## src/rtl/pixel_op_pkg.sv

```systemverilog
// pixel_op_pkg: mode encodings and the per-pixel operation shared by the stream and its lanes.
package pixel_op_pkg;

    typedef logic [1:0] mode_t;

    localparam mode_t MODE_PASS = 2'd0;
    localparam mode_t MODE_INV  = 2'd1;
    localparam mode_t MODE_THR  = 2'd2;
    localparam mode_t MODE_ADD  = 2'd3;

    // Operates on w-bit pixels zero-extended into 32 bits; the add is taken at 33 bits so it can saturate.
    function automatic logic [31:0] lane_op(input mode_t mode, input logic [31:0] x, input logic [31:0] p,
                                            input int w);
        logic [32:0] lim;
        logic [32:0] sum;
        lim = (33'd1 << w) - 33'd1;
        sum = {1'b0, x} + {1'b0, p};
        return mode == MODE_PASS ? x :
               mode == MODE_INV  ? 32'(~{1'b0, x} & lim) :
               mode == MODE_THR  ? (x >= p ? 32'(lim) : 32'd0) :
                                   32'(sum > lim ? lim : sum);
    endfunction

endpackage

```

## src/rtl/pixel_op_lane.sv

```systemverilog
// pixel_op_lane: combinational operation on one pixel lane.
module pixel_op_lane
    import pixel_op_pkg::*;
#(
    parameter int PIX_W = 8
) (
    input  logic [1:0]       mode,
    input  logic [PIX_W-1:0] param,
    input  logic [PIX_W-1:0] x,
    output logic [PIX_W-1:0] y
);

    assign y = PIX_W'(lane_op(mode, 32'(x), 32'(param), PIX_W));

endmodule

```

## src/rtl/pixel_op_stream.sv

```systemverilog
// pixel_op_stream: two-stage per-lane pixel op pipeline with frame-latched cfg; PIXEL_OP_STATS_EN adds frame_count.
module pixel_op_stream
    import pixel_op_pkg::*;
#(
    parameter int LANES = 4,
    parameter int PIX_W = 8,
    localparam int DATA_WIDTH = LANES * PIX_W
) (
    input  logic                  axi_clk,
    input  logic                  axi_reset,
    input  logic                  s_axis_valid,
    input  logic [DATA_WIDTH-1:0] s_axis_data,
    input  logic                  s_axis_last,
    output logic                  s_axis_ready,
    output logic                  m_axis_valid,
    output logic [DATA_WIDTH-1:0] m_axis_data,
    output logic                  m_axis_last,
    input  logic                  m_axis_ready,
    input  logic [1:0]            cfg_mode,
    input  logic [PIX_W-1:0]      cfg_param,
    output logic                  busy
`ifdef PIXEL_OP_STATS_EN
    ,
    output logic [15:0]           frame_count
`endif
);

    logic                  v1_q, v1_d, l1_q, l1_d, v2_q, v2_d, l2_q, l2_d;
    logic [DATA_WIDTH-1:0] d1_q, d1_d, d2_q, d2_d, op_data;
    logic                  busy_q, busy_d;
    logic [1:0]            mode_q, mode_d, eff_mode;
    logic [PIX_W-1:0]      param_q, param_d, eff_param;
    logic                  adv2, acc;

    assign adv2         = !v2_q || m_axis_ready;
    assign s_axis_ready = !axi_reset && (!v1_q || adv2);
    assign acc          = s_axis_valid && s_axis_ready;

    // The first beat of a frame uses the live cfg; later beats use what it latched.
    assign eff_mode  = busy_q ? mode_q : cfg_mode;
    assign eff_param = busy_q ? param_q : cfg_param;

    for (genvar i = 0; i < LANES; i++) begin : g_lane
        pixel_op_lane #(.PIX_W(PIX_W)) u_lane (
            .mode  (eff_mode),
            .param (eff_param),
            .x     (s_axis_data[i*PIX_W +: PIX_W]),
            .y     (op_data[i*PIX_W +: PIX_W])
        );
    end

    always_comb begin
        v1_d    = acc ? 1'b1 : (adv2 ? 1'b0 : v1_q);
        d1_d    = acc ? op_data : d1_q;
        l1_d    = acc ? s_axis_last : l1_q;
        v2_d    = adv2 ? v1_q : v2_q;
        d2_d    = adv2 && v1_q ? d1_q : d2_q;
        l2_d    = adv2 && v1_q ? l1_q : l2_q;
        busy_d  = acc ? !s_axis_last : busy_q;
        mode_d  = acc && !busy_q ? cfg_mode : mode_q;
        param_d = acc && !busy_q ? cfg_param : param_q;
    end

    always_ff @(posedge axi_clk) begin
        if (axi_reset) begin
            v1_q    <= 1'b0;
            d1_q    <= '0;
            l1_q    <= 1'b0;
            v2_q    <= 1'b0;
            d2_q    <= '0;
            l2_q    <= 1'b0;
            busy_q  <= 1'b0;
            mode_q  <= '0;
            param_q <= '0;
        end else begin
            v1_q    <= v1_d;
            d1_q    <= d1_d;
            l1_q    <= l1_d;
            v2_q    <= v2_d;
            d2_q    <= d2_d;
            l2_q    <= l2_d;
            busy_q  <= busy_d;
            mode_q  <= mode_d;
            param_q <= param_d;
        end
    end

    assign m_axis_valid = v2_q;
    assign m_axis_data  = d2_q;
    assign m_axis_last  = l2_q;
    assign busy         = busy_q;

`ifdef PIXEL_OP_STATS_EN
    logic [15:0] fc_q, fc_d;

    always_comb fc_d = fc_q + 16'(m_axis_valid && m_axis_ready && m_axis_last);

    always_ff @(posedge axi_clk) fc_q <= axi_reset ? 16'd0 : fc_d;

    assign frame_count = fc_q;
`endif

endmodule

```

## config.mk

```make
export PLATFORM = sky130hd
export DESIGN_NAME = pixel_op_stream
export DESIGN_NICKNAME = d
export VERILOG_FILES = /design/src/rtl/pixel_op_pkg.sv /design/src/rtl/pixel_op_lane.sv /design/src/rtl/pixel_op_stream.sv
export SDC_FILE = /design/constraint.sdc
export NUM_CORES = 1
export LEC_CHECK = 0
export CAP_MARGIN = 20
export CORE_ASPECT_RATIO = 0.6
export CORE_MARGIN = 4
export CORE_UTILIZATION = 60
export CTS_BUF_LIST = sky130_fd_sc_hd__clkbuf_8
export CTS_CLUSTER_SIZE = 16
export DETAILED_ROUTE_END_ITERATION = 7
export PLACE_DENSITY = 0.87
export SYNTH_ARGS = -nofsm -noshare
export SYNTH_HDL_FRONTEND = slang
export SYNTH_SLANG_ARGS = --single-unit
```

## constraint.sdc

```tcl
create_clock -name axi_clk -period 5.24 [get_ports axi_clk]
set_input_delay 0.786 -clock axi_clk [delete_from_list [all_inputs] [get_ports axi_clk]]
set_output_delay 0.786 -clock axi_clk [all_outputs]
set_load 0.02 [all_outputs]
```

[Word level (Yosys, flattened, before mapping)]
Cells that the tools add are included.
Widths: inputs -> output; s select.
Storage, ports and cells
  register bits after elaboration: 79
  bits in latches: 0
  bits in writable memories: 0
  ROM bits: 0
  input bits: 47
  output and inout port bits: 36
  word-level logic and storage cells: 64
  memories: 0
Cells by class
  $add $sub $neg: 4
  $mul: 0
  divide/modulo/power cells: 0
  magnitude comparators: 8
  equality and inequality tests: 2
  shift-type cells: 0
  muxes and demuxes: 24
  bitwise logic cells: 4
  reduce and logical (&&, ||, !) cells: 13
Operator list (count)
  $mux 8: 21
  $add 8x8->9: 4
  $gt 9x8->1 const B: 4
  $ge 8x8->1: 4
  $not 8->8: 4
  $logic_not 1->1: 5
  $logic_and 1x1->1: 4
  $eq 2x1->1 const B: 1
  $eq 2x2->1 const B: 1
  $logic_not 2->1: 1
  $logic_or 1x1->1: 2
  $mux 1: 2
  $mux 2: 1
  $reduce_bool 2->1: 1

[Longest topological paths before layout]
Gate-level depths: netlist (run 1).
  depth in word-level cells: 7
  mapped depth: 12
  depth with buffers taken out: 9

[Cells and area by module]
From an unflattened synthesis (run 1), not the netlist that was laid out.
Second synthesis, totals
  cell total of the unflattened synthesis: 796
  area, all modules: 6678.9 sq um
Modules (own cells, without submodules)
  pixel_op_stream: times used 1, cells each 328, area each 3364.5 sq um, seq. area each 1581.5 sq um
  pixel_op_lane (g_lane[2].u_lane ...): times used 2, cells each 118, area each 842.1 sq um, seq. area each 0.0 sq um
  pixel_op_lane (g_lane[0].u_lane): times used 1, cells each 115, area each 825.8 sq um, seq. area each 0.0 sq um
  pixel_op_lane (g_lane[1].u_lane): times used 1, cells each 117, area each 804.5 sq um, seq. area each 0.0 sq um

[Least setup slack after synthesis (run 1)]
Ideal clock, no wire load.
  kind: flip-flop to flip-flop
  from: register busy_q, in the netlist busy
  to: register d1_q[30]
  setup time: 0.069 ns
  data arrival time: 3.276 ns
  data required time: 5.171 ns
  path slack: 1.895 ns
  stages on the path, launching flop included: 12
  path buffers: 3
  period minus slack after synthesis: 3.345 ns
  path through: dfxtp_1 -> buf_6 -> clkbuf_1 -> buf_2 -> mux2i_1 -> inv_1 -> fa_1 -> a21oi_1 -> o41ai_1 -> mux2_4 -> o31a_1 -> o21ai_1
Between the ends
  longest elaborated chain between the ends: 7
  elaborated cells between the ends (all ways): 13
  those cells by class: 1 x add/sub; 2 x order compare; 2 x eq/ne; 7 x mux; 1 x reduce/logical
RTL lines
  from (decl): line pixel_op_stream.sv:30  | logic busy_q, busy_d;
  from (signal assigned): line pixel_op_stream.sv:82  | busy_q <= busy_d;
  $mux 8: line pixel_op_stream.sv:41  | assign eff_param = busy_q ? param_q : cfg_param;
  $add 8x8->9: line pixel_op_pkg.sv:17  | sum = {1'b0, x} + {1'b0, p};
  $gt 9x8->1: line pixel_op_pkg.sv:21  | 32'(sum > lim ? lim : sum);
  $mux 8: line pixel_op_pkg.sv:21
  $mux 8: line pixel_op_pkg.sv:20  | mode == MODE_THR ? (x >= p ? 32'(lim) : 32'd0) :
  $mux 8: line pixel_op_pkg.sv:19  | mode == MODE_INV ? 32'(~{1'b0, x} & lim) :
  $mux 8 (*): line pixel_op_pkg.sv:18  | return mode == MODE_PASS ? x :
  to (signal assigned): line pixel_op_stream.sv:67  | d1_q <= '0;
  to (signal assigned): line pixel_op_stream.sv:77  | d1_q <= d1_d;
  to (decl): line pixel_op_stream.sv:29  | logic [DATA_WIDTH-1:0] d1_q, d1_d, d2_q, d2_d, op_data;
Every way passes the cells marked *; elsewhere a longest branch is shown, timed or not.
A chain may end at the register's enable or synchronous reset.

[Worst setup path in the final report (run 1)]
  from: input cfg_param[1]
  to: register d1_q[5]
Between the ends
  longest elaborated chain between the ends: 7
  elaborated cells between the ends (all ways): 9
  those cells by class: 1 x add/sub; 2 x order compare; 6 x mux
RTL lines
  from (decl): line pixel_op_stream.sv:20  | input logic [PIX_W-1:0] cfg_param,
  $mux 8 (*): line pixel_op_stream.sv:41
  $add 8x8->9: line pixel_op_pkg.sv:17
  $gt 9x8->1: line pixel_op_pkg.sv:21
  $mux 8: line pixel_op_pkg.sv:21
  $mux 8 (*): line pixel_op_pkg.sv:20
  $mux 8 (*): line pixel_op_pkg.sv:19
  $mux 8 (*): line pixel_op_pkg.sv:18
Marked as above.

==> results summary, run 1 <==
The first global-routing pass estimated 31030 um of wire. For the pin with the worst max-slew slack, the measured transition is 1.169 ns. The share of the core filled with cells came out at 75.04%. The kind of critical path is in2reg. The sort of element at the end of the critical path is a flop. In this run, CTS created clock tree buffers numbering 9.

Dividing total power by cell area gives a power density of 262.8 mW/mm^2. The net count of the mapped netlist is 855. The share of power burned in combinational logic came out at 34.3%.

The wire-length estimate of the detail-placed layout is 14350 um. The post-synthesis cell type count is 68. Buffers placed on the I/O ports in this run total 82.

Global routing consumed, over all layers together, 34.24% of the routing resources. The number of clock sinks seen by CTS is 79. The number of remaining DRC errors came out at 0. The library cell with the largest summed area after synthesis is dfxtp_1. Routability-driven placement finished with a final weighted congestion of 0.9770. The number of synthesized flops with an enable pin is 0. Sequential cells account for 36.8% of the total power. The final max-slew violation count came out at 0. The number of cell rows is 27. The cell count after synthesis came out at 739.

The post-layout total power is 1.832 mW. The synthesis warning total is 0. The setup clock skew after layout is 0.01253 ns. The number of antenna violations at the first check in global routing came out at 0. The static leakage is 2.713 nW.

After layout, the worst path uses 72.19% of the clock period. Measured along the y axis, the die boundary spans 84.12 um. The number of synthesized register bits came out at 79. The cell at the root of the clock tree is clkbuf_8. The maximum level of the CTS H-tree came out at 3.

The arrival time at the worst endpoint is 4.02 ns. The via count normalized by instance count is 6.558. The clock period could shrink to 3.783 ns.

The mean cell area of the mapped netlist came out at 7.841 um^2. The area of the die came out at 0.01134 mm^2. The number of filler instances in the final layout came out at 677.

The fraction of power spent switching nets came out at 35.67%. The cell with the most instances on the worst path is o21ai_1. Clock latency on the worst-skew pair, taken at its later pin, is 0.37 ns. The tool flagged a number of max-cap violations equal to 0. After floorplanning, the core was sized to cover 0.009290 mm^2.

The footprint of the multi-input gates came out at 0.003914 mm^2. Entering global routing, the biggest net connects 36 pins. The number of cells in the design after placement came out at 928.

Timing would allow up to 0.2643 GHz. The number of endpoints failing setup at the final stage came out at 0. The clock share of power came out at 28.9%. The final critical-path setup slack is 1.457 ns. On the worst path, the slowest cell contributes a delay of 0.61 ns. Cells with a size suffix above 1 make up 6.626% of the layout.

The most instantiated flip-flop cell in the synthesis netlist is dfxtp_1. The diode insertion count for antenna repair came out at 0. Sorting the synthesized cells by area gives the leading types as dfxtp_1, ha_1, a21oi_1. In the final design database the tool counted 926 nets. The tightest min-delay check is of the reg2reg type. Setup repair after global routing left no endpoint under its margin. For this configuration, the core starts out at a cell density of 62.37%.

At the placement stage, the worst setup path has a slack of 1.132 ns. STA classifies the critical path startpoint as a primary input. The hold-fix buffer count after cts came out at 0. The internal power contribution came out at 1.179 mW. The sequential cell area in the final layout came out at 0.001582 mm^2. The buffer count from post-CTS setup fixing is 0. The required time at the worst-slack endpoint came out at 5.48 ns. The maximum fanout along the worst path came out at 8.

The switching power summed over all nets is 653.6 uW. In this run the deepest clock path goes through 2 buffers. The final design area excluding fillers came out at 0.006972 mm^2. The accumulated negative setup slack came out at 0 ns. The remaining number of nets flagged by the antenna check after routing is 0. The cell area after technology mapping is 0.005794 mm^2. The chip width came out at 134.9 um. Across all hold checks on the routed design, the worst slack comes to 0.4592 ns. The share of flip-flops with an asynchronous set or reset after synthesis came out at 0%. The final hold violation count came out at 0. Clock-pin slew was measured on the worst setup and hold paths at 0.09 ns. The run finished with clean final reports. The layout overhead on the synthesized area came out at 20.32%. Sequential cells were found to cover 27.29% of the synthesized design area. On the critical path, the stage with the largest delay is an instance of mux2i_1.

The average detailed-routed wire length per instance came out at 20.43 um. The number of cells upsized or downsized after cts is 0. The detailed-route via count came out at 6197. The final cell count without fillers is 945.

The proportion of netlist area held by the largest area contributor came out at 27.29%. The tightest slew margin relative to the limit came out at 21.40%. The number of placed I/O pins is 83. TritonCTS built the clock tree.

The violation count after the first detailed-routing iteration is 643. The number of detailed-routing iterations run before antenna repair is 5. The critical path goes through clkdlybuf4s50_1 > mux2i_1 > inv_1 > fa_1 > nand2b_1 > a211oi_2 > o21ai_1 > o21ai_1 > o21ai_0 > a221oi_1. The via count of the first global-routing pass is 6130. The maximum vdd ir drop is 0.2069 mV. The placement-stage cell area came out at 0.006714 mm^2.

The global route total overflow is 0. The sum of routed wire length over all layers is 19310 um.
==> layout by cell type (no fill, tap or decap), types with 4 or more instances in the layout <==
cell / instances
a21oi_1: 115
nand2_1: 112
clkdlybuf4s50_1: 81
dfxtp_1: 79
ha_1: 65
o21ai_0: 43
inv_1: 37
nor2_1: 30
xnor2_1: 28
a31oi_1: 19
nor2b_1: 13
buf_4: 13
nand2b_1: 11
a211oi_1: 11
nor3_1: 10
clkbuf_8: 10
nand3_1: 9
a221oi_1: 8
mux2i_1: 8
nor4_1: 7
o21ai_1: 7
nand3b_1: 4
o21bai_1: 4
nor3b_1: 4
o31ai_1: 4
fa_1: 4
==> cells by family after synthesis <==
group	Yosys count	synth area share [%]
adders and majority gates	69	15.42
AOI/OAI and AO/OA	254	26.91
buffers and inverters	74	5.204
DFF	79	27.29
and+or+nand+nor	218	17.38
xor gates and xnor gates	30	4.535
muxes	15	3.261
==> worst paths after layout <==
check | startpoint | end | slack, ns | depth (start not counted)
worst max register to register | busy | d1_q[5] | 1.49 | 10
worst min-delay path | m_axis_data[7] | m_axis_data[7] | 0.46 | 2
worst min register to register | m_axis_data[7] | m_axis_data[7] | 0.46 | 2
worst max-delay path | cfg_param[1] | d1_q[5] | 1.46 | 10
==> state kept, by name, summed over array words and instances (netlist names) <==
| signal | cells |
|---|---|
| busy | 1 |
| d1_q | 32 |
| l1_q | 1 |
| m_axis_data | 32 |
| m_axis_last | 1 |
| m_axis_valid | 1 |
| mode_q | 2 |
| param_q | 8 |
| v1_q | 1 |
==> layer usage <==
layer	part of all wire, %	routed length, um	vias up	track usage [%]
met5	0	0	-	0
met4	3.9	754	0	14.05
met3	12	2231	87	8.855
met2	43	8374	411	53.51
met1	41	7950	2922	45.17
li1	-	-	2777	-
==> critical path: cells and delay by family <==
| kind | cells | cell delay, ns |
|---|---|---|
| compound gates | 5 | 1.04 |
| fa+ha+maj | 1 | 0.55 |
| buf+inv | 2 | 0.90 |
| mux | 1 | 0.61 |
| simple gates | 1 | 0.13 |
==> power groups by stage <==
stage | Sequential (mW) | Combinational, mW | Clock [mW]
floorplan | 0.690 | 0.387 | 0
global placement | 0.684 | 0.585 | 0
detailed placement | 0.686 | 0.601 | 0
CTS | 0.672 | 0.606 | 0.526
global route | 0.678 | 0.679 | 0.553
finish | 0.674 | 0.628 | 0.530
==> cell usage after synthesis (4+ instances only) <==
cell and instances:
a211oi_1 11, a21oi_1 115, a221oi_1 8, a31oi_1 19, buf_2 10, clkbuf_1 24
dfxtp_1 79, fa_1 4, ha_1 65, inv_1 37, mux2i_1 8, nand2_1 112
nand2b_1 11, nand3_1 9, nand3b_1 4, nor2_1 30, nor2b_1 14, nor3_1 10
nor3b_1 4, nor4_1 7, o21ai_0 43, o21ai_1 7, o21bai_1 4, o31ai_1 4
xnor2_1 28
==> final cells by class <==
class,instances,area share (%)
clock buffer,10,1.974
clock inverter,6,1.328
inverter,38,2.046
multi-input combinational,586,56.14
sequential,79,22.68
tap,130,2.333
timing repair buffer,96,13.50
Note: power is estimated with default switching activity, not from simulation.
==> inputs of run 2 (changes only) <==
Settings changed: CORE_UTILIZATION 60 to 52, PLACE_DENSITY 0.87 to 0.8.
Clock period 5.24 ns to 3.4 ns, I/O delays scaled along.
==> results summary, run 2 (synthesis gave the netlist of run 1 again) <==
The flow ran to the end, and the final reports show no timing, DRC or antenna violations. The clock buffer count from CTS was 9 (unchanged). The pin count of the biggest net entering global routing came to 53 (+47%). The buffer count from post-CTS setup fixing is 0 (unchanged). The number of remaining DRC errors is 0 (unchanged). The signal on the critical path passes through buf_4 > mux2i_1 > ha_1 > or4_1 > a211oi_1 > a211oi_1 > xnor2_1 > o21ai_1 > a41oi_1. STA classifies the critical path endpoint as a flop. The die outline height came out at 89.77 um (+6.7%). The count of buffers from port buffering is 82 (unchanged). The fmax is 0.3099 GHz. The number of filler instances in the final layout was 917 (+35%). Relative to the synthesized area, the layout overhead comes to 21.36%. The maximum level of the CTS H-tree came out at 3 (unchanged). The diode insertion count for antenna repair is 0 (unchanged).

The cell type of the slowest stage on the worst timing path is dfxtp_1. The global route total overflow came out at 0 (unchanged). The maximum vdd ir drop was 0.2200 mV (+6.3%). The initial standard-cell utilization of the core is 54.13% (-8.2 points).

The core footprint was 0.01070 mm^2 (+15%). The setup clock skew after layout is 0.009982 ns (-0.002547 ns). The final max-slew violation count is 0 (unchanged). The final net count came to 941 (+1.6%).

The library cell used most frequently in the layout, excluding fill and tap cells, is a21oi_1. The worst reg-to-reg path cell count was 9 (-1). The detailed-route via count is 5995 (-3.3%). The total half-perimeter wirelength after legalization and detailed placement is 14610 um (+1.9%). The share of the core filled with cells is 65.69% (-9.4 points). The number of detailed-routing iterations run before antenna repair came out at 5 (unchanged). The endpoint of the lowest-slack register-to-register path is d1_q[31]. The chip width was 144.3 um (+7.0%).

The maximum fanout along the worst path is 13 (+5). The delay of the slowest cell on the worst path is 0.57 ns (-0.04 ns). The global-route wire length before repair is 30170 um (-2.8%).

The remaining number of nets flagged by the antenna check after routing came out at 0 (unchanged). The tree is rooted in a clkbuf_8. The arrival time at the worst endpoint came out at 3.51 ns (-0.51 ns). Setup repair after global routing left no endpoint under its margin.

The static leakage came to 2.749 nW (+1.3%). STA classifies the critical path startpoint as a flop. Leaving out fill and tap cells, the most frequent cells in the layout are a21oi_1, nand2_1, clkdlybuf4s50_1, dfxtp_1, ha_1. The final period utilization is 94.91%. The final critical-path setup slack came out at 0.1730 ns (-1.284 ns). The path with the worst hold slack has its endpoint at m_axis_data[29]. The sum of routed wire length over all layers is 18860 um (-2.3%). The worst setup path is of the reg2reg kind. The violation count after the first detailed-routing iteration came out at 556 (-14%). The reg2reg setup slack was 0.17 ns (-1.32 ns).

The number of cells on the worst hold path is 2 (unchanged). The tightest slew margin relative to the limit came out at 46.69% (+25 points). The number of logic stages on the critical path including buffering is 9 (-1).

The number of cell rows came out at 29 (+7.4%). In this run the critical register-to-register path is launched from busy. The area of the die is 0.01295 mm^2 (+14%). The power density over the cells is 379.6 mW/mm^2 (+44%). The sequential cell area in the final layout is 0.001582 mm^2 (unchanged).

The share of power burned in combinational logic is 36.4% (+2.1 points). The cell with the most instances on the worst path is a211oi_1. The average detailed-routed wire length per instance came out at 19.47 um (-4.7%). TritonCTS built the clock tree. The hold-fix buffer count after cts came to 0 (unchanged).

The footprint of the multi-input gates is 0.003921 mm^2 (+0.19%). The fraction of final layout cells sized beyond drive strength 1 came out at 8.554% (+1.9 points). The clock latency on the worst-skew pair is 0.37 ns (about the same). The final hold violation count came out at 0 (unchanged). The number of clock sinks seen by CTS is 79 (unchanged). The max-capacitance violation count is 0 (unchanged). The switching power summed over all nets is 1.004 mW (+54%). The dominant delay contributor by cell family on the critical path is compound AO/OA/AOI/OAI gates. The clock share of power is 24.7% (-4.2 points).

The last weighted congestion value of the routability-driven placer came out at 0.9431 (-3.5%). The setup slack after placement is -0.1541 ns (-1.286 ns). The worst hold path begins at m_axis_data[29].

The number of placed I/O pins is 83 (unchanged). The total routing resource utilization after global routing was 29.04% (-5.2 points). The fraction of power spent switching nets came out at 37.61% (+1.9 points). The required time at the worst-slack endpoint came out at 3.68 ns (-1.80 ns). The slew at the pin closest to its max-slew limit came out at 0.7989 ns (-0.3702 ns). The worst path needs 3.227 ns of the cycle, external delays included.

The number of antenna violations at the first check in global routing was 0 (unchanged). The combined buffer and inverter count along the critical path came out at 1 (-1). The via count normalized by instance count is 6.187 (-5.7%). The internal power contribution came out at 1.666 mW (+41%). The sequential share of power is 38.9% (+2.1 points).

The number of endpoints failing setup at the final stage came out at 0 (unchanged). The maximum buffer depth of the clock tree is 2 (unchanged). The clock transition at the registers of the reported paths is 0.09 ns (about the same). The via count of the first global-routing pass is 5812 (-5.2%). In this run the worst hold path is classified as reg2reg.
## run 2: cell type report
cell class              count  area share [%]
flip-flops and latches     79           22.49
repair buffers            111           14.70
multi-input cells         586           55.77
clock buffers               9           1.762
clock inverters             7          0.7829
inverters                  38           2.028
well taps                 139           2.473
## run 2: power groups by stage
stage | Clock (mW) | Combinational, mW | Sequential (mW)
finish | 0.660 | 0.971 | 1.04
global route | 0.695 | 1.06 | 1.04
CTS | 0.657 | 0.950 | 1.04
detailed placement | 0 | 0.944 | 1.06
global placement | 0 | 0.929 | 1.06
floorplan | 0 | 0.596 | 1.06
## run 2: repair_timing
item,4_1_cts,5_1_grt
gates resized for setup,0,2
setup endpoints to repair,0,10
endpoints found under the hold margin,0,0
## run 2: layer usage
layer	track usage [%]	share of wire, %	up-vias
met2	45.16	44	286
li1	-	-	2812
met4	8.463	2.5	0
met1	40.24	44	2845
met5	0	0	-
met3	6.628	8.9	52
## run 2: worst max-delay path by stage
stage,to,startpoint
after floorplan,d1_q[30],busy
after global placement,d1_q[14],cfg_param[2]
after detailed placement,d1_q[30],cfg_param[2]
after CTS,d1_q[30],busy
after global routing,d1_q[31],busy
final,d1_q[31],busy
## run 2: tightest hold or removal path, delay by kind of cell (launching register included)
| kind | cells | cell delay, ns |
|---|---|---|
| AO/OA/AOI/OAI | 1 | 0.05 |
| flip-flops | 1 | 0.32 |
| AND/OR/NAND/NOR | 1 | 0.05 |
## run 2: stage by stage
step	power [mW]	std cells	hold WS [ns]	instance area, um^2	TNS (ns)
3_5_place_dp	2.003	953	0.4470	6845	-0.9978
2_1_floorplan	1.660	739	0.4288	5794	0
4_1_cts	2.645	969	0.4512	7024	0
6_report	2.670	969	0.4567	7032	0
5_1_grt	2.805	969	0.4765	7032	0
3_3_place_gp	1.984	953	0.4425	6845	-0.3958
==> inputs of run 3 (changes only) <==
Settings changed: CORE_UTILIZATION 52 to 57, HOLD_SLACK_MARGIN set to 0.02, PLACE_DENSITY 0.8 to 0.83, RECOVER_POWER set to 25.
Clock period 3.4 ns to 3.5 ns, I/O delays scaled along.
==> results summary, run 3 (synthesis gave the netlist of run 1 again) <==
The setup clock skew after layout came to 0.01038 ns (+0.0003938 ns). The flow ran to the end, and the final reports show no timing, DRC or antenna violations. The number of clock sinks seen by CTS was 79 (unchanged). The pin count of the biggest net entering global routing came to 52 (-1.9%).

The top cell types in the final layout, fill and taps aside, are a21oi_1, nand2_1, clkdlybuf4s50_1, dfxtp_1, ha_1. The clock transition at the registers of the reported paths was 0.09 ns (about the same). The fraction of final layout cells sized beyond drive strength 1 came out at 7.439% (-1.1 points). The maximum buffer depth of the clock tree came out at 2 (unchanged).

The wire length the detailed router placed on met1 came to 7970 um (-4.3%). The die outline height is 86.10 um (-4.1%). The tightest slew margin relative to the limit came to 2.071% (-45 points). The maximum fanout along the worst path is 23 (+10). STA classifies the critical path endpoint as a flop. TritonCTS built the clock tree. The required time at the worst-slack endpoint came to 3.75 ns (+0.07 ns).

The final design area excluding fillers came out at 0.006995 mm^2 (-0.52%). The slew at the pin closest to its max-slew limit came out at 1.469 ns (+0.6701 ns). The delay of the slowest cell on the worst path came out at 0.52 ns (-0.05 ns).

The share of the core filled with cells is 70.81% (+5.1 points). Relative to the synthesized area, the layout overhead comes to 20.73%. The number of filler instances in the final layout came to 806 (-12%).

The final hold violation count came out at 0 (unchanged). The number of logic stages on the critical path including buffering is 9 (unchanged). The maximum vdd ir drop was 0.2470 mV (+12%).

The hold-fix buffer count after cts came to 0 (unchanged). Walking the worst path, the cells encountered are buf_12 > mux2_2 > ha_1 > fa_1 > a21oi_1 > o221ai_1 > a21o_2 > o31ai_1 > a31oi_1. The global route total overflow came out at 0 (unchanged).

The clock latency on the worst-skew pair is 0.37 ns (about the same). The clock buffer count from CTS came out at 9 (unchanged). The total routing resource utilization after global routing is 31.92% (+2.9 points).

The sum of routed wire length over all layers is 19210 um (+1.8%). The reg2reg setup slack is 0.28 ns (+0.11 ns). The leading cell type in the layout, fill and taps excluded is a21oi_1. The final period utilization came out at 91.97% (-2.9 points). The power density over the cells came to 382.4 mW/mm^2 (+0.73%). The core footprint is 0.009879 mm^2 (-7.7%). The footprint of the multi-input gates is 0.003930 mm^2 (+0.22%). The type of the tightest min-delay check is reg2reg. For this design, the slowest cell found on the critical path is dfxtp_2. The number of endpoints failing setup at the final stage is 0 (unchanged). The buffer count from post-CTS setup fixing was 0 (unchanged). The highest metal layer with signal wires is met4. The final max-slew violation count came out at 0 (unchanged).

The global-route wire length before repair was 30500 um (+1.1%). The final net count came out at 931 (-1.1%). The max-capacitance violation count was 0 (unchanged). The kind of start point of the critical path is a flop. The total half-perimeter wirelength after legalization and detailed placement is 14710 um (+0.68%).

The worst reg-to-reg path cell count was 9 (unchanged). The last weighted congestion value of the routability-driven placer came out at 1.003 (+6.3%). The combined buffer and inverter count along the critical path came out at 1 (unchanged).

The placement-stage cell area came out at 0.006778 mm^2 (-0.99%). The area of the die came out at 0.01190 mm^2 (-8.1%). Setup repair after global routing left no endpoint under its margin. The detailed route wirelength on metal2 is 8387 um (unchanged). The remaining number of nets flagged by the antenna check after routing came out at 0 (unchanged). The diode insertion count for antenna repair came out at 0 (unchanged). The violation count after the first detailed-routing iteration came out at 506 (-9.0%).

The sequential cell area in the final layout came out at 0.001583 mm^2 (about the same). The number of cell rows came out at 28 (-3.4%). The arrival time at the worst endpoint came out at 3.47 ns (-0.04 ns).

The tree is rooted in a clkbuf_8. The detailed-route via count came out at 6037 (+0.70%). The chip width is 138.2 um (-4.2%). The total met3 wirelength after detailed routing came out at 2257 um (+34%). The number of remaining DRC errors came out at 0 (unchanged). The startpoint of the worst-slack reg-to-reg timing path is busy. The number of cells upsized or downsized after cts came to 0 (unchanged). The worst register-to-register path ends at d1_q[26]. The critical path ends at d1_q[26].

The critical path in this run is classified as reg2reg. The number of detailed-routing iterations run before antenna repair is 6 (+1). The static leakage is 2.725 nW (-0.86%). The most critical setup path has its startpoint at busy. The final critical path time including I/O delays and setup is 3.219 ns (-0.007950 ns).

The fmax came to 0.3106 GHz (+0.25%). The initial standard-cell utilization of the core was 58.65% (+4.5 points). The maximum level of the CTS H-tree came to 3 (unchanged). The via count normalized by instance count came to 6.321 (+2.2%). The number of antenna violations at the first check in global routing is 0 (unchanged).

The count of buffers from port buffering came out at 82 (unchanged). The number of placed I/O pins is 83 (unchanged). The via count of the first global-routing pass came out at 5862 (+0.86%). The average detailed-routed wire length per instance is 20.12 um (+3.3%).

In this design, the largest share of critical-path delay is due to compound AO/OA/AOI/OAI gates.
## run 3: stage by stage
stage               instances  power, mW  worst slack, ns  hold WS (ns)  TNS [ns]
detailed placement        939      1.940          -0.1393        0.4440   -0.5312
floorplan                 739      1.613           0.1547        0.4288         0
global route              955      2.799          0.03678        0.4666         0
global placement          939      1.911         -0.01999        0.4387  -0.02184
finish                    955      2.675           0.2809        0.4546         0
CTS                       955      2.647          0.07002        0.4518         0
## run 3: layout make-up
class	count	share of cell area [%]
flip-flops and latches	79	22.63
well taps	135	2.415
repair buffers	101	13.83
clock inverters	7	1.145
clock buffers	9	1.771
inverters	38	2.039
multi-input cells	586	56.18
## run 3: worst min path at each step
stage	startpoint	endpoint	slack [ns]	cells past startpoint
floorplan	d1_q[10]	m_axis_data[10]	0.43	2
global placement	l1_q	m_axis_last	0.44	2
detailed placement	l1_q	m_axis_last	0.44	2
CTS	d1_q[5]	m_axis_data[5]	0.45	2
global route	d1_q[5]	m_axis_data[5]	0.47	2
finish	l1_q	m_axis_last	0.45	2
## run 3: power by group
group / internal (mW) / leakage [nW] / switching, mW
clock network: 0.339 / 0.102 / 0.382
registers: 0.965 / 0.650 / 0.0463
logic: 0.382 / 1.97 / 0.561
total: 1.69 / 2.73 / 0.989
## run 3: metal layers
metal,track usage [%],vias to the layer above
li1,-,2784
met1,42.90,2826
met2,50.13,362
met3,7.967,65
met4,11.75,0
met5,0,-
## run 3: worst reg2reg max path: stages (launching register included)
cell	delay, ns
dfxtp_2	0.52
buf_12	0.23
mux2_2	0.49
ha_1	0.26
fa_1	0.41
a21oi_1	0.28
o221ai_1	0.21
a21o_2	0.28
o31ai_1	0.28
a31oi_1	0.13
==> RTL change 1 (config.mk and constraints of run 2) <==
Take the reset off `d1_q` and load it in a clocked block of its own.
--- a/src/rtl/pixel_op_stream.sv
+++ b/src/rtl/pixel_op_stream.sv
@@ -64,7 +64,6 @@
     always_ff @(posedge axi_clk) begin
         if (axi_reset) begin
             v1_q    <= 1'b0;
-            d1_q    <= '0;
             l1_q    <= 1'b0;
             v2_q    <= 1'b0;
             d2_q    <= '0;
@@ -74,7 +73,6 @@
             param_q <= '0;
         end else begin
             v1_q    <= v1_d;
-            d1_q    <= d1_d;
             l1_q    <= l1_d;
             v2_q    <= v2_d;
             d2_q    <= d2_d;
@@ -83,6 +81,10 @@
             mode_q  <= mode_d;
             param_q <= param_d;
         end
+    end
+
+    always_ff @(posedge axi_clk) begin
+        d1_q <= d1_d;
     end
 
     assign m_axis_valid = v2_q;
Behaviour: no difference found for any inputs over 4 cycles, from zero or initial values and one cycle with axi_reset high; that may be too few to reach the edited logic, so the function may still have changed.
==> RTL change 1 against run 2 <==
Worst hold slack better by 0.73 ps; area after synthesis shrank 4.1%; sequential cell count unchanged; sequential share of layout area increased by 4.9 points; die area is 3.8% lower; cell count decreased by 9.0%; clock power increased by 27%; power is 6.3% higher; wire length shrank 14%; design area is 1.3% lower; utilization up 2.9 points; worst setup slack improved by 99 ps.
==> RTL change 1: results (changes against run 2) <==
- The flow ran to the end, and the final reports show no timing, DRC or antenna violations.
- The leakage dissipation is 2.78 nW (+1.3%).
- The synthesized netlist net count is 760 (-11%).
- The half-perimeter wire length after detailed placement was 12,400 um (-15%).
- The detail-routed net length per standard cell was 18.4 um (-5.3%).
- The number of buffers on the longest clock path is 2 (unchanged).
- By area the synthesized netlist is led by sky130_fd_sc_hd__edfxtp_1 17%, sky130_fd_sc_hd__dfxtp_1 17%, sky130_fd_sc_hd__ha_1 15%.
- The signal arrival time at the worst endpoint is 3240 ps (-270 ps).
- The clock skew after layout was 8.92 ps (-1.06 ps).
- The number of global-route vias before repair came to 4,907 (-16%).
- The number of H-tree branching levels was 3 (unchanged).
- The capturing point of the worst reg2reg path is d1_q[0].
- The share of post-route cells with drive strength above 1 came to 8.97% (+0.41 points).
- The portion of the post-synthesis area used by sequential elements is 34.2% (+6.9 points).
- The hold path endpoint is m_axis_data[16].
- The slack of the worst reg-to-reg path is 270 ps (+100 ps).
- The total of warnings raised by yosys is 0 (unchanged).
- The worst-path maximum fanout is 11 (-2).
- The cell count of the worst reg-to-reg path was 10 (+1).
- The reported max-cap violation count came to 0 (unchanged).
- The area of the multi-input gates is 3420 um^2 (-13%).
- By count the netlist is led by 85 x sky130_fd_sc_hd__nand2_1, 72 x sky130_fd_sc_hd__a21oi_1, 65 x sky130_fd_sc_hd__ha_1.
- The instance count along the most critical hold path came to 2 (unchanged).
- CTS placed an instance of sky130_fd_sc_hd__clkbuf_8 at the clock tree root.
- The startpoint of the most critical hold path is m_axis_data[16].
- The class of the most critical hold timing path is flop to flop.
- The initial DRC count is 537 (-3.4%).
- The count of filler cells inserted in the layout is 791 (-14%).
- The power spent charging and discharging nets is 0.903 mW (-10%).
- The number of enable flip-flop cells after synthesis came to 32 (+32).
- The main flop type after synthesis is sky130_fd_sc_hd__dfxtp_1.
- The slew of the pin with the lowest slew margin was 681 ps (-118 ps).
- The post-layout net count is 858 (-8.8%).
- The largest net degree at the start of global routing is 48 (-9.4%).
- The overall global routing resource usage is 26.2% (-2.9 points).
- The worst slack at placement is 9.71 ps (+164 ps).
- The area after detailed placement is 6700 um^2 (-2.2%).
- The peak ir drop on the vdd network was 210 uV (-4.5%).
- The number of distinct library cells after synthesis came to 57 (-16%).
- The placer congestion estimate came to 1.04 (+9.8%).
- The tightest hold margin was 457 ps (+0.726 ps).
- The insertion delay of the later-clocked pin in the worst-skew pair was 370 ps (about the same).
- The wire length of the first global-routing pass is 25,500 um (-15%).
- The via count normalized by instance count came to 5.96 (-3.7%).
[RTL change 1: cell types whose count changed after synthesis, sizes merged, moves of 11 or more]
| cell | change |
|---|---|
| dfxtp | -32 |
| o21ai | -19 |
| a21oi | -42 |
| o211ai | +11 |
| edfxtp | +32 |
| mux2i | +11 |
| xnor2 | -14 |
| nand3 | +38 |
| nand2 | -27 |
| a31oi | -18 |
[RTL change 1: through the flow]
step / instances / power (mW)
after floorplan: 644 / 1.66
after detailed placement: 865 / 1.99
final: 882 / 2.84
after global routing: 882 / 2.97
after global placement: 865 / 1.97
after CTS: 881 / 2.82
[RTL change 1: layout make-up]
cell class              instances  area share [%]
clock inverters                 7            1.62
well taps                     135            2.43
multi-input cells             500            49.3
clock buffers                   9            1.78
repair buffers                117            15.6
inverters                      35            1.89
flip-flops and latches         79            27.4
[RTL change 1: layer usage]
metal	GRT usage (%)	up-vias	part of all wire, %
met2	38.7	278	41
met4	6.36	0	1.4
met5	0	-	0
li1	-	2506	-
met3	4.69	29	11
met1	39.6	2441	47
[RTL change 1: power groups by stage]
stage,Combinational [mW],Sequential (mW),Clock [mW]
after floorplan,0.530,1.13,0
after global placement,0.857,1.11,0
after detailed placement,0.880,1.11,0
after CTS,0.889,1.09,0.842
after global routing,0.989,1.10,0.885
final,0.907,1.09,0.836
[RTL change 1: what timing repair did]
action,4_1_cts,5_1_grt
setup endpoints to repair,0,10
setup buffers,0,0
resized for setup,0,1
[RTL change 1: worst max-delay path: stages, from the launching register on]
cell,delay [ps]
sky130_fd_sc_hd__dfxtp_2,510
sky130_fd_sc_hd__mux2_2,430
sky130_fd_sc_hd__buf_4,190
sky130_fd_sc_hd__ha_1,220
sky130_fd_sc_hd__fa_1,400
sky130_fd_sc_hd__nor2b_1,160
sky130_fd_sc_hd__o211ai_1,250
sky130_fd_sc_hd__a21oi_1,110
sky130_fd_sc_hd__o32a_1,290
sky130_fd_sc_hd__o221ai_1,220
sky130_fd_sc_hd__nand3_1,90
[RTL change 1: logic make-up (layout without fill, tap and decap cells)]
family                     Yosys count  count (layout)  share of synthesized area (%)
AOI/OAI and AO/OA                  168             168                           19.4
muxes                               26              26                           4.86
and+or+nand+nor                    217             217                           17.6
buffers and inverters               65             168                           4.64
DFF                                 79              79                           34.2
xor gates and xnor gates            20              20                           3.15
adders and majority gates           69              69                           16.1
[RTL change 1: how the worst max path moves through the flow]
stage,startpoint,end,slack [ps],depth (start not counted)
after floorplan,busy,d1_q[13],20,11
after global placement,cfg_param[0],d1_q[13],80,10
after detailed placement,cfg_param[0],d1_q[5],10,11
after CTS,busy,d1_q[0],140,10
after global routing,busy,d1_q[5],80,10
final,busy,d1_q[0],270,10
==> RTL change 2 (settings of run 2) <==
Without the edit above. `PIX_W` is set to 8 in 2 places; all go to 6.
--- a/src/rtl/pixel_op_lane.sv
+++ b/src/rtl/pixel_op_lane.sv
@@ -2,7 +2,7 @@
 module pixel_op_lane
     import pixel_op_pkg::*;
 #(
-    parameter int PIX_W = 8
+    parameter int PIX_W = 6
 ) (
     input  logic [1:0]       mode,
     input  logic [PIX_W-1:0] param,
--- a/src/rtl/pixel_op_stream.sv
+++ b/src/rtl/pixel_op_stream.sv
@@ -3,7 +3,7 @@
     import pixel_op_pkg::*;
 #(
     parameter int LANES = 4,
-    parameter int PIX_W = 8,
+    parameter int PIX_W = 6,
     localparam int DATA_WIDTH = LANES * PIX_W
 ) (
     input  logic                  axi_clk,
Interface: changed (resized cfg_param, m_axis_data and s_axis_data); port bits go from 83 to 65. No check against the original RTL was run, so the function may have changed too.
==> RTL change 2 against run 2 <==
Worst setup slack better by 76 ps; maximum frequency up 2.4%; area after synthesis down 24%; wire length down 32%; largest power group unchanged; count of clock-buffer cells in the layout up 3; sequential cell count down 18; design area down 23%; clock skew down 4.4 ps; power down 19%.
==> RTL change 2: results (changes against run 2) <==
- The total length of routed wires is 12,800 um (-32%).
- The final instance count without filler cells is 726 (-25%).
- The cell count of the worst reg-to-reg path is 8 (-1).
- The internal power contribution is 1.46 mW (-13%).
- The insertion delay of the later-clocked pin in the worst-skew pair is 340 ps (-30 ps).
- The instance count after placement with tap cells included is 710 (-25%).
- The share of post-route cells with drive strength above 1 was 7.61% (-0.95 points).
- The count of buffers inserted at the top-level ports is 64 (-22%).
- The via count normalized by instance count is 6.01 (-2.8%).
- The largest net degree at the start of global routing was 49 (-7.5%).
- The portion of the post-synthesis area used by sequential elements came to 27.7% (+0.44 points).
- Counting instances in the post-synthesis netlist gives the leading cell types as 74 x sky130_fd_sc_hd__nand2_1, 66 x sky130_fd_sc_hd__a21oi_1, 61 x sky130_fd_sc_hd__dfxtp_1.
- The post-CTS clock slew at the launch and capture registers of the worst setup and hold paths was 70 ps (-20 ps).
- The synthesized netlist cell count came to 545 (-26%).
- The overall global routing resource usage is 25.6% (-3.4 points).
- The initial DRC count is 586 (+5.4%).
- The peak ir drop on the vdd network is 299 uV (+36%).
- The worst hold path begins at d1_q[15].
- Yosys attributes the largest share of cell area to sky130_fd_sc_hd__dfxtp_1 28%, sky130_fd_sc_hd__ha_1 14%, sky130_fd_sc_hd__a21oi_1 7.5%.
- The number of distinct library cells after synthesis is 58 (-15%).
- The number of global-route vias before repair is 4,167 (-28%).
- The worst relative slew slack is 45.9% (-0.80 points).
- The signal arrival time at the worst endpoint is 3400 ps (-110 ps).
- The post-layout net count was 702 (-25%).
- The synthesized netlist net count is 634 (-26%).
- The area after detailed placement is 5200 um^2 (-24%).
- The cell sitting at the root of the clock tree is a sky130_fd_sc_hd__clkbuf_8.
- The half-perimeter wire length after detailed placement was 9980 um (-32%).
- The flow ran to the end, and the final reports show no timing, DRC or antenna violations.
- The number of antenna violations at the first check in global routing came to 1 (+1).
- The leakage dissipation is 2.13 nW (-23%).
## RTL change 2: through the flow
step	total power, mW	hold slack [ps]	util (%)	setup slack [ps]
6_report	2.15	456	67.3	249
5_1_grt	2.26	465	67.3	93.6
4_1_cts	2.14	455	67.3	305
3_5_place_dp	1.48	446	64.7	82.6
3_3_place_gp	1.46	440	64.7	196
2_1_floorplan	1.25	427	-	129
## RTL change 2: kinds of logic after synthesis
kind of cell	Yosys count	share of synthesized area, %
xor+xnor	29	5.77
mux	13	3.07
fa+ha+maj	52	15.5
flops	61	27.7
buf+inv	58	5.48
compound gates	169	24.8
simple gates	163	17.7
## RTL change 2: worst max-delay path, stage by stage, from the launching register on
cell and delay (ps):
sky130_fd_sc_hd__dfxtp_1 680, sky130_fd_sc_hd__mux2_2 430, sky130_fd_sc_hd__ha_1 250, sky130_fd_sc_hd__inv_1 60, sky130_fd_sc_hd__fa_1 400, sky130_fd_sc_hd__o311a_1 430
sky130_fd_sc_hd__o31a_1 320, sky130_fd_sc_hd__a31o_1 230, sky130_fd_sc_hd__a211oi_1 250
## RTL change 2: layout make-up
class                      instances  area [um^2]  share of cell area (%)
sequential                        61         1220                    22.6
tap                              108          135                    2.50
inverter                          32          120                    2.22
timing repair buffer              83          783                    14.5
clock buffer                      12          165                    3.05
multi-input combinational        426         2940                    54.3
clock inverter                     4         45.0                   0.833
## RTL change 2: path summary, 6_finish.rpt
path	to	slack, ps
min	m_axis_data[15]	460
max reg2reg	d1_q[7]	250
min reg2reg	m_axis_data[15]	460
max	d1_q[7]	250
## RTL change 2: per-layer routing
layer	vias up	GRT usage, %	part of all wire [%]	wire length (um)
met1	2050	34.2	44	5710
met3	39	5.78	9.0	1160
met2	209	41.2	44	5650
li1	2066	-	-	-
met4	2	8.67	2.4	311
met5	-	0	0.16	20
## RTL change 2: power groups by stage
stage | Combinational [mW] | Sequential, mW | Clock [mW]
finish | 0.678 | 0.803 | 0.672
global route | 0.736 | 0.809 | 0.713
CTS | 0.663 | 0.803 | 0.678
detailed placement | 0.660 | 0.818 | 0
global placement | 0.646 | 0.816 | 0
floorplan | 0.425 | 0.820 | 0
